`src/rtl/set_bit_iterator.sv`:
```
// set_bit_iterator: accepts a bit vector over a load handshake and streams its
// set bits out one per handshake, lowest index first, as one-hot and index.
//
//  state   | meaning
//  --------+------------------------------------------------------------
//  IDLE    | waiting for a load; load_ready high, no output beat
//  ITERATE | presenting the lowest remaining set bit until it is accepted
module set_bit_iterator #(
  parameter int WIDTH = 8,
  localparam int INDEX_WIDTH = $clog2(WIDTH)
) (
  input  logic                   clock,
  input  logic                   reset,
  input  logic [WIDTH-1:0]       load_data,
  input  logic                   load_valid,
  output logic                   load_ready,
  input  logic                   abort,
  output logic [WIDTH-1:0]       out_one_hot,
  output logic [INDEX_WIDTH-1:0] out_index,
  output logic                   out_last,
  output logic                   out_valid,
  input  logic                   out_ready,
  output logic                   done
);

  typedef enum logic {
    IDLE    = 1'b0,
    ITERATE = 1'b1
  } state_t;

  localparam logic [WIDTH-1:0] ONE = {{(WIDTH-1){1'b0}}, 1'b1};

  state_t           state_q;
  state_t           state_d;
  logic [WIDTH-1:0] remaining_q;
  logic [WIDTH-1:0] remaining_d;
  logic             done_d;

  // Lowest set bit and single-bit detect, derived from registered state only.
  logic [WIDTH-1:0] lowest_bit;
  logic             single_bit;

  assign lowest_bit = remaining_q & (~remaining_q + ONE);
  assign single_bit = (remaining_q != '0) && ((remaining_q & (remaining_q - ONE)) == '0);

  // State, remaining mask and done pulse registers.
  always_ff @(posedge clock) begin
    if (reset) begin
      state_q     <= IDLE;
      remaining_q <= '0;
      done        <= 1'b0;
    end else begin
      state_q     <= state_d;
      remaining_q <= remaining_d;
      done        <= done_d;
    end
  end

  // Next-state, next-mask and done decisions; abort wins over any handshake.
  always_comb begin
    state_d     = state_q;
    remaining_d = remaining_q;
    done_d      = 1'b0;
    if (abort) begin
      state_d     = IDLE;
      remaining_d = '0;
    end else begin
      unique case (state_q)
        IDLE: begin
          if (load_valid) begin
            if (load_data != '0) begin
              remaining_d = load_data;
              state_d     = ITERATE;
            end else begin
              done_d = 1'b1;
            end
          end
        end
        ITERATE: begin
          if (out_ready) begin
            remaining_d = remaining_q & ~lowest_bit;
            if (single_bit) begin
              state_d = IDLE;
              done_d  = 1'b1;
            end
          end
        end
        default: begin
          state_d     = IDLE;
          remaining_d = '0;
        end
      endcase
    end
  end

  // Outputs: handshake flags from state, beat contents gated to ITERATE.
  always_comb begin
    load_ready  = (state_q == IDLE);
    out_valid   = (state_q == ITERATE);
    out_one_hot = '0;
    out_index   = '0;
    out_last    = 1'b0;
    if (state_q == ITERATE) begin
      out_one_hot = lowest_bit;
      out_last    = single_bit;
      for (int i = 0; i < WIDTH; i++) begin
        if (lowest_bit[i]) begin
          out_index = i[INDEX_WIDTH-1:0];
        end
      end
    end
  end

endmodule

```
`config.mk`:
```
export PLATFORM = sky130hd
export DESIGN_NAME = set_bit_iterator
export DESIGN_NICKNAME = d
export VERILOG_FILES = /design/src/rtl/set_bit_iterator.sv
export SDC_FILE = /design/constraint.sdc
export NUM_CORES = 1
export LEC_CHECK = 0
export BUFFER_PORTS_ARGS = -buffer_cell sky130_fd_sc_hd__buf_2
export CAP_MARGIN = 20
export CORE_UTILIZATION = 50
export DETAILED_ROUTE_END_ITERATION = 16
export HOLD_SLACK_MARGIN = 0.15
export PLACE_DENSITY = 0.84
export SKIP_CTS_REPAIR_TIMING = 1
export SYNTH_ARGS = -nofsm -noshare
export SYNTH_HDL_FRONTEND = slang
export SYNTH_SLANG_ARGS = --single-unit
```
`constraint.sdc`:
```
create_clock -name clock -period 4.25 [get_ports clock]
set_clock_uncertainty 0.1 [all_clocks]
set_input_delay 1.275 -clock clock [delete_from_list [all_inputs] [get_ports clock]]
set_output_delay 1.275 -clock clock [all_outputs]
set_load 0.005 [all_outputs]
```
==> metrics.yaml, run 1 <==
synthesis:
  synth_xor_xnor_area_share: 0.0125
  synth_top_area_cell: "dfxtp_1"
  ys_ff_latch: 10
  muxShareOfSynthArea: 0
  async_flop_share: 0
  yosys-top-cells-area: "dfxtp_1 (29%), nand2_1 (10%), a21oi_1 (10%)"
  synth_top_family_by_area: "simple AND/OR/NAND/NOR gates"
  yosysWarnings: 0
  synth_edf_count: 0
  synth_top_area_share: 0.286
  synth-simple-area-share: 0.373
  ys_seq_area_frac: 0.286
  synth_cell_types: 33
  postSynthCellCount: 102
  netlist_area_um2: 701
  avgSynthCellArea_um2: 6.87
  synth_ff_type: "dfxtp_1"
  syn_nets: 115
  synthAdderAreaFrac: 0
  synth-compound-area-share: 0.282
clock_tree:
  cts_made_buffers: 3
  clk_latency_ns: 0.28
  clockRootBuffer: "clkbuf_4"
  clk_path_buf_depth: 2
  clkTransAtPathRegs_ns: 0.07
  cts.sinks: 10
  htreeDepth: 1
  cts_tree: "done"
setup_path:
  worstSetupPathDepth: 6
  crit_fanout: 8
  reg2reg_depth: 5
  worstSetupPathType: "flop to primary output"
  crit_path_start_kind: "flop"
  critPathSlowestCell: "nor4_4"
  crit_chain: "nor4_4 > xor2_1 > o41ai_1 > or2_1 > and3_1 > buf_2"
  crit_required_ns: 2.87
  end_kind: "primary output"
  reg2reg_slack_ns: 2.30
  worst-path-buf-inv: 1
  crit_end: "out_last"
  r2r_end: "remaining_q[3]"
  crit_family: "simple AND/OR/NAND/NOR gates"
  timing.rr.start: "out_valid"
  slowest_delay_ns: 0.41
  crit_arrival_ns: 1.88
  critPathLaunch: "remaining_q[0]"
floorplanning:
  die-area_um2: 1560
  start_util: 0.538
  die_h_um: 39.4
  die_w_um: 39.4
  rows: 13
  io_pins: 28
  core_um2: 1300
run:
  drv_cap: 0
final_layout:
  final_area_um2: 870
  fillers: 119
  multi_input_area_um2: 468
  diodes: 0
  regArea_um2: 200
  area_growth_pct: 24.1
  final_common_cell: "buf_2"
  final_cell_mix: "buf_2 (27), nand2_1 (19), a21oi_1 (14), nor2_1 (11), dfxtp_1 (10)"
  final_nets: 142
  drive_above_1_share: 0.281
place:
  gp_congestion: 0.748
  dp_hpwl_mm: 1.46
  placed_area_um2: 833
  port_buffers: 27
  post-place-ws_ns: 1.30
sta:
  slew_violations: 0
  hold_viol_final: 0
  tightest_slew_ns: 0.556
  max_freq_mhz: 308
  tns_ns: 0
  setup-violations-final: 0
  grt_setup_unrepaired: "false"
  fin_ws_ns: 1.00
  post-route-period-util: 0.765
  timing.slew.headroom: 0.629
  min_period_ns: 3.25
  hold_slack_ns: 0.459
pwr:
  vdd_drop_max_uv: 242
  p_per_area_nw_per_um2: 274
  power_leakage_nw: 0.389
  finalPower_mw: 0.238
drt:
  dr.first_iter.drc_count: 43
  avgRoutedWirePerCell_um: 13.6
  drt-vias-per-instance: 6.07
  vias: 868
  antenna_left: 0
  drc: 0
  finalWirelength_mm: 1.94
  dr.pass1.iters: 4
hold_path:
  hold_class: "flop to flop"
  hold_path_startpoint: "remaining_q[5]"
run_status:
  status: "complete, no violations"
global_route:
  grt_pass1_vias: 749
  overflow: 0
  grt_max_degree: 20
  antenna_found_initial: 0
  grt_first_pass_wirelength_mm: 3.04
  grt_use_total: 0.291
layer usage:
| metal | track usage | wire length [µm] | vias up |
|---|---|---|---|
| li1 | - | - | 417 |
| met1 | 0.332 | 833 | 390 |
| met2 | 0.484 | 888 | 50 |
| met3 | 0.0455 | 164 | 11 |
| met4 | 0.207 | 52 | 0 |
| met5 | 0 | 0 | - |
synth_stat cells (all sizes together), types with 2 or more instances:
cell and n:
nand2 19, a21oi 14, nor2 11, dfxtp 10, o21ai 8, clkbuf 4, nor4 4, and3 3
inv 3, or2 3, and2 2, nand2b 2, nor3 2, o21a 2
flip-flops by register name, indices dropped and copies added (netlist names):
signal,count
done,1
remaining_q,8
out_valid,1
through the flow:
step | instances | utilization
after floorplan | 102 | -
after global placement | 139 | 0.640
after detailed placement | 139 | 0.640
after CTS | 143 | 0.668
after global routing | 143 | 0.668
final | 143 | 0.668
worst min-delay path by stage:
| stage | to | slack [ns] | cells after the start |
|---|---|---|---|
| floorplan | remaining_q[5] | 0.40 | 2 |
| detailed placement | remaining_q[5] | 0.43 | 2 |
| global placement | remaining_q[5] | 0.44 | 2 |
| global route | remaining_q[5] | 0.50 | 2 |
| finish | remaining_q[5] | 0.46 | 2 |
| CTS | remaining_q[5] | 0.44 | 2 |
kinds of logic after synthesis:
group	after synthesis
AOI/OAI and AO/OA	32
xor gates and xnor gates	1
buffers and inverters	8
DFF	10
and+or+nand+nor	51
worst min-delay path: stages (launching register included):
cell and delay, ns:
dfxtp_1 0.36, o21ai_0 0.09, a21oi_1 0.06
report_power, final:
part           switching (mW)  leakage [nW]  total [mW]  internal, mW
Combinational          0.0277         0.286      0.0466        0.0189
Sequential            0.00751        0.0814       0.104        0.0968
Clock                  0.0349        0.0210      0.0870        0.0521
cell type report:
cell class	instances	area share
multi-input cells	84	0.538
flip-flops and latches	10	0.230
clock buffers	4	0.0417
well taps	15	0.0216
repair buffers	27	0.155
inverters	3	0.0129
No activity file was read; power rests on OpenSTA's default activity.
==> run 2, diff against run 1 <==
--- a/config.mk
+++ b/config.mk
@@ -5,12 +5,13 @@
 export SDC_FILE = /design/constraint.sdc
 export NUM_CORES = 1
 export LEC_CHECK = 0
+export ABC_AREA = 1
 export BUFFER_PORTS_ARGS = -buffer_cell sky130_fd_sc_hd__buf_2
 export CAP_MARGIN = 20
-export CORE_UTILIZATION = 50
+export CORE_UTILIZATION = 43
 export DETAILED_ROUTE_END_ITERATION = 16
 export HOLD_SLACK_MARGIN = 0.15
-export PLACE_DENSITY = 0.84
+export PLACE_DENSITY = 0.76
 export SKIP_CTS_REPAIR_TIMING = 1
 export SYNTH_ARGS = -nofsm -noshare
 export SYNTH_HDL_FRONTEND = slang
==> constraint.sdc (replaced) <==
create_clock -name clock -period 2.8 [get_ports clock]
set_clock_uncertainty 0.1 [all_clocks]
set_input_delay 0.84 -clock clock [delete_from_list [all_inputs] [get_ports clock]]
set_output_delay 0.84 -clock clock [all_outputs]
set_load 0.005 [all_outputs]
==> run 2 against run 1 <==
- the run now ends with DRC left
- die area increased by 24%
- register-to-register slack lost 0.95 ns
- utilization is 7.8 points lower
- sequential share of layout area decreased by 1.5 points
- hold slack worse by 0.0022 ns
- first-iteration DRC count decreased by 49%
- via count grew 6.9%
- sequential power is 50% higher
- flip-flop and latch count stayed put
- clock-buffer cell count is 1 lower
- synthesized cell count up 29%
- routed wire length fell by 5.1%
- largest cell class unchanged
==> metrics.yaml, run 2 <==
final_layout:
  diodes: 0  # unchanged
  largest_reg_flops: 8  # unchanged
  drive_above_1_share: 0.298  # +0.0169
  final_common_cell: "nand2_1"
  final_nets: 176  # +24%
  final_area_um2: 931  # +7.1%
  regMostFlops: "remaining_q"
  area_growth_pct: 23.0
  final_cell_mix: "nand2_1 (37), buf_2 (27), nor2_1 (22), inv_1 (11), dfxtp_1 (10)"
run:
  drv_cap: 0  # unchanged
sta:
  setup-violations-final: 0  # unchanged
  grt_setup_unrepaired: "false"
  min_period_ns: 2.47
  post-route-period-util: 0.883
  timing.slew.headroom: 0.710  # +0.0817
  hold_viol_final: 0  # unchanged
  hold_slack_ns: 0.457  # -0.00217 ns
  slew_violations: 0  # unchanged
  tns_ns: 0  # unchanged
  tightest_slew_ns: 0.434  # -0.122 ns
  max_freq_mhz: 405
setup_path:
  crit_fanout: 7  # -1
  crit_arrival_ns: 1.53  # -0.35 ns
  crit_end: "out_last"
  reg2reg_depth: 9  # +4
  critPathLaunch: "remaining_q[0]"
  reg2reg_slack_ns: 1.35  # -0.95 ns
  r2r_end: "done"
  crit_path_start_kind: "flop"
  end_kind: "primary output"
  crit_required_ns: 1.86  # -1.01 ns
  timing.rr.start: "remaining_q[0]"
  worstSetupPathType: "flop to primary output"
clock_tree:
  clk_latency_ns: 0.26  # -0.02 ns
  htreeDepth: 1  # unchanged
  clkTransAtPathRegs_ns: 0.06  # about the same
  cts.sinks: 10  # unchanged
  cts_made_buffers: 3  # unchanged
  clk_path_buf_depth: 2  # unchanged
  clockRootBuffer: "clkbuf_4"
  cts_tree: "done"
synthesis:
  yosys-top-cells-area: "dfxtp_1 (26%), nand2_1 (18%), nor2_1 (11%)"
  synth_top_area_share: 0.264  # -0.0213
  synth_cell_types: 19  # -42%
  ys_seq_area_frac: 0.264  # -0.0213
  synth_ff_type: "dfxtp_1"
  postSynthCellCount: 132  # +29%
  synth_top_area_cell: "dfxtp_1"
  async_flop_share: 0  # unchanged
  avgSynthCellArea_um2: 5.73  # -17%
  ys_ff_latch: 10  # unchanged
  yosysWarnings: 0  # unchanged
  netlist_area_um2: 757  # +8.0%
  synth.most_common_cell: "nand2_1"
  synth_edf_count: 0  # unchanged
  syn_nets: 145  # +26%
  ys_top_cells_by_count: "nand2_1 (37), nor2_1 (22), inv_1 (11)"
pwr:
  p_per_area_nw_per_um2: 387  # +41%
  vdd_drop_max_uv: 308  # +27%
  power_leakage_nw: 0.489  # +26%
drt:
  antenna_left: 0  # unchanged
  avgRoutedWirePerCell_um: 10.4  # -23%
  dr.first_iter.drc_count: 22  # -49%
  dr.pass1.iters: 10  # +6
  drt-vias-per-instance: 5.24  # -14%
  vias: 928  # +6.9%
  finalWirelength_mm: 1.84  # -5.1%
  drc: 2  # +2
run_status:
  status: "finished, violations left"
  violations: "DRC"
place:
  dp_hpwl_mm: 1.49  # +1.8%
  gp_congestion: 0.837  # +12%
  placed_area_um2: 908  # +9.0%
  port_buffers: 27  # unchanged
hold_path:
  hold_path_depth: 2  # unchanged
  hold_path_startpoint: "remaining_q[6]"
  hold_class: "flop to flop"
floorplanning:
  start_util: 0.480  # -0.0583
  die_h_um: 44.0  # +11%
  die-area_um2: 1930  # +24%
  die_w_um: 44.0  # +11%
  rows: 14  # +1
  io_pins: 28  # unchanged
  core_um2: 1580  # +21%
global_route:
  grt_max_degree: 20  # unchanged
  grt_use_total: 0.217  # -0.0747
  grt_pass1_vias: 799  # +6.7%
  antenna_found_initial: 0  # unchanged
  overflow: 0  # unchanged
  grt_first_pass_wirelength_mm: 3.15  # +3.4%
==> run 2: area by class of cell <==
| type | count | area, µm² |
|---|---|---|
| Clock buffer | 3 | 22.5 |
| Sequential cell | 10 | 200 |
| Timing Repair Buffer | 28 | 143 |
| Fill cell | 164 | 646 |
| Multi-Input combinational cell | 105 | 489 |
| Inverter | 15 | 56.3 |
| Tap cell | 16 | 20.0 |
==> run 2: how the worst min path moves through the flow <==
stage / to / slack [ns]
2_1_floorplan: remaining_q[6] / 0.40
3_3_place_gp: remaining_q[6] / 0.45
3_5_place_dp: remaining_q[6] / 0.45
4_1_cts: remaining_q[6] / 0.46
5_1_grt: remaining_q[6] / 0.48
6_report: remaining_q[6] / 0.46
==> run 2: power by group <==
group	internal, mW	total [mW]	switching (mW)
Clock	0.0497	0.0978	0.0482
Combinational	0.0396	0.106	0.0668
Sequential	0.149	0.156	0.00685
Total	0.238	0.360	0.122
==> run 2: critical path, stage by stage (launching register included) <==
cell	delay, ns
dfxtp_1	0.39
nor2_4	0.21
nand2_2	0.11
nor2_4	0.14
nor2_2	0.05
nor2_2	0.10
nand2_1	0.06
nor2_1	0.09
buf_2	0.12
==> run 2: kinds of logic (layout without fill, tap and decap cells) <==
| group | count (synthesis) | after routing | share of synthesized area |
|---|---|---|---|
| and+or+nand+nor | 85 | 85 | 0.504 |
| DFF | 10 | 10 | 0.264 |
| buffers and inverters | 17 | 46 | 0.0892 |
| AOI/OAI and AO/OA | 20 | 20 | 0.142 |
==> run 2: through the flow <==
| stage | setup slack [ns] | utilization | power [mW] | instances |
|---|---|---|---|---|
| finish | 0.329 | 0.590 | 0.360 | 177 |
| global route | 0.215 | 0.590 | 0.383 | 177 |
| CTS | 0.352 | 0.590 | 0.362 | 177 |
| detailed placement | 0.643 | 0.576 | 0.265 | 174 |
| global placement | 0.671 | 0.576 | 0.263 | 174 |
| floorplan | 0.830 | - | 0.235 | 132 |
==> run 2: per-layer routing <==
metal  routed length, µm  up-vias  part of all wire  global-route usage
met5                   0        -                 0                   0
met4                  25        0             0.014              0.0909
met3                 103        4             0.056              0.0250
met2                 862       37              0.47               0.370
met1                 849      408              0.46               0.274
li1                    -      479                 -                   -
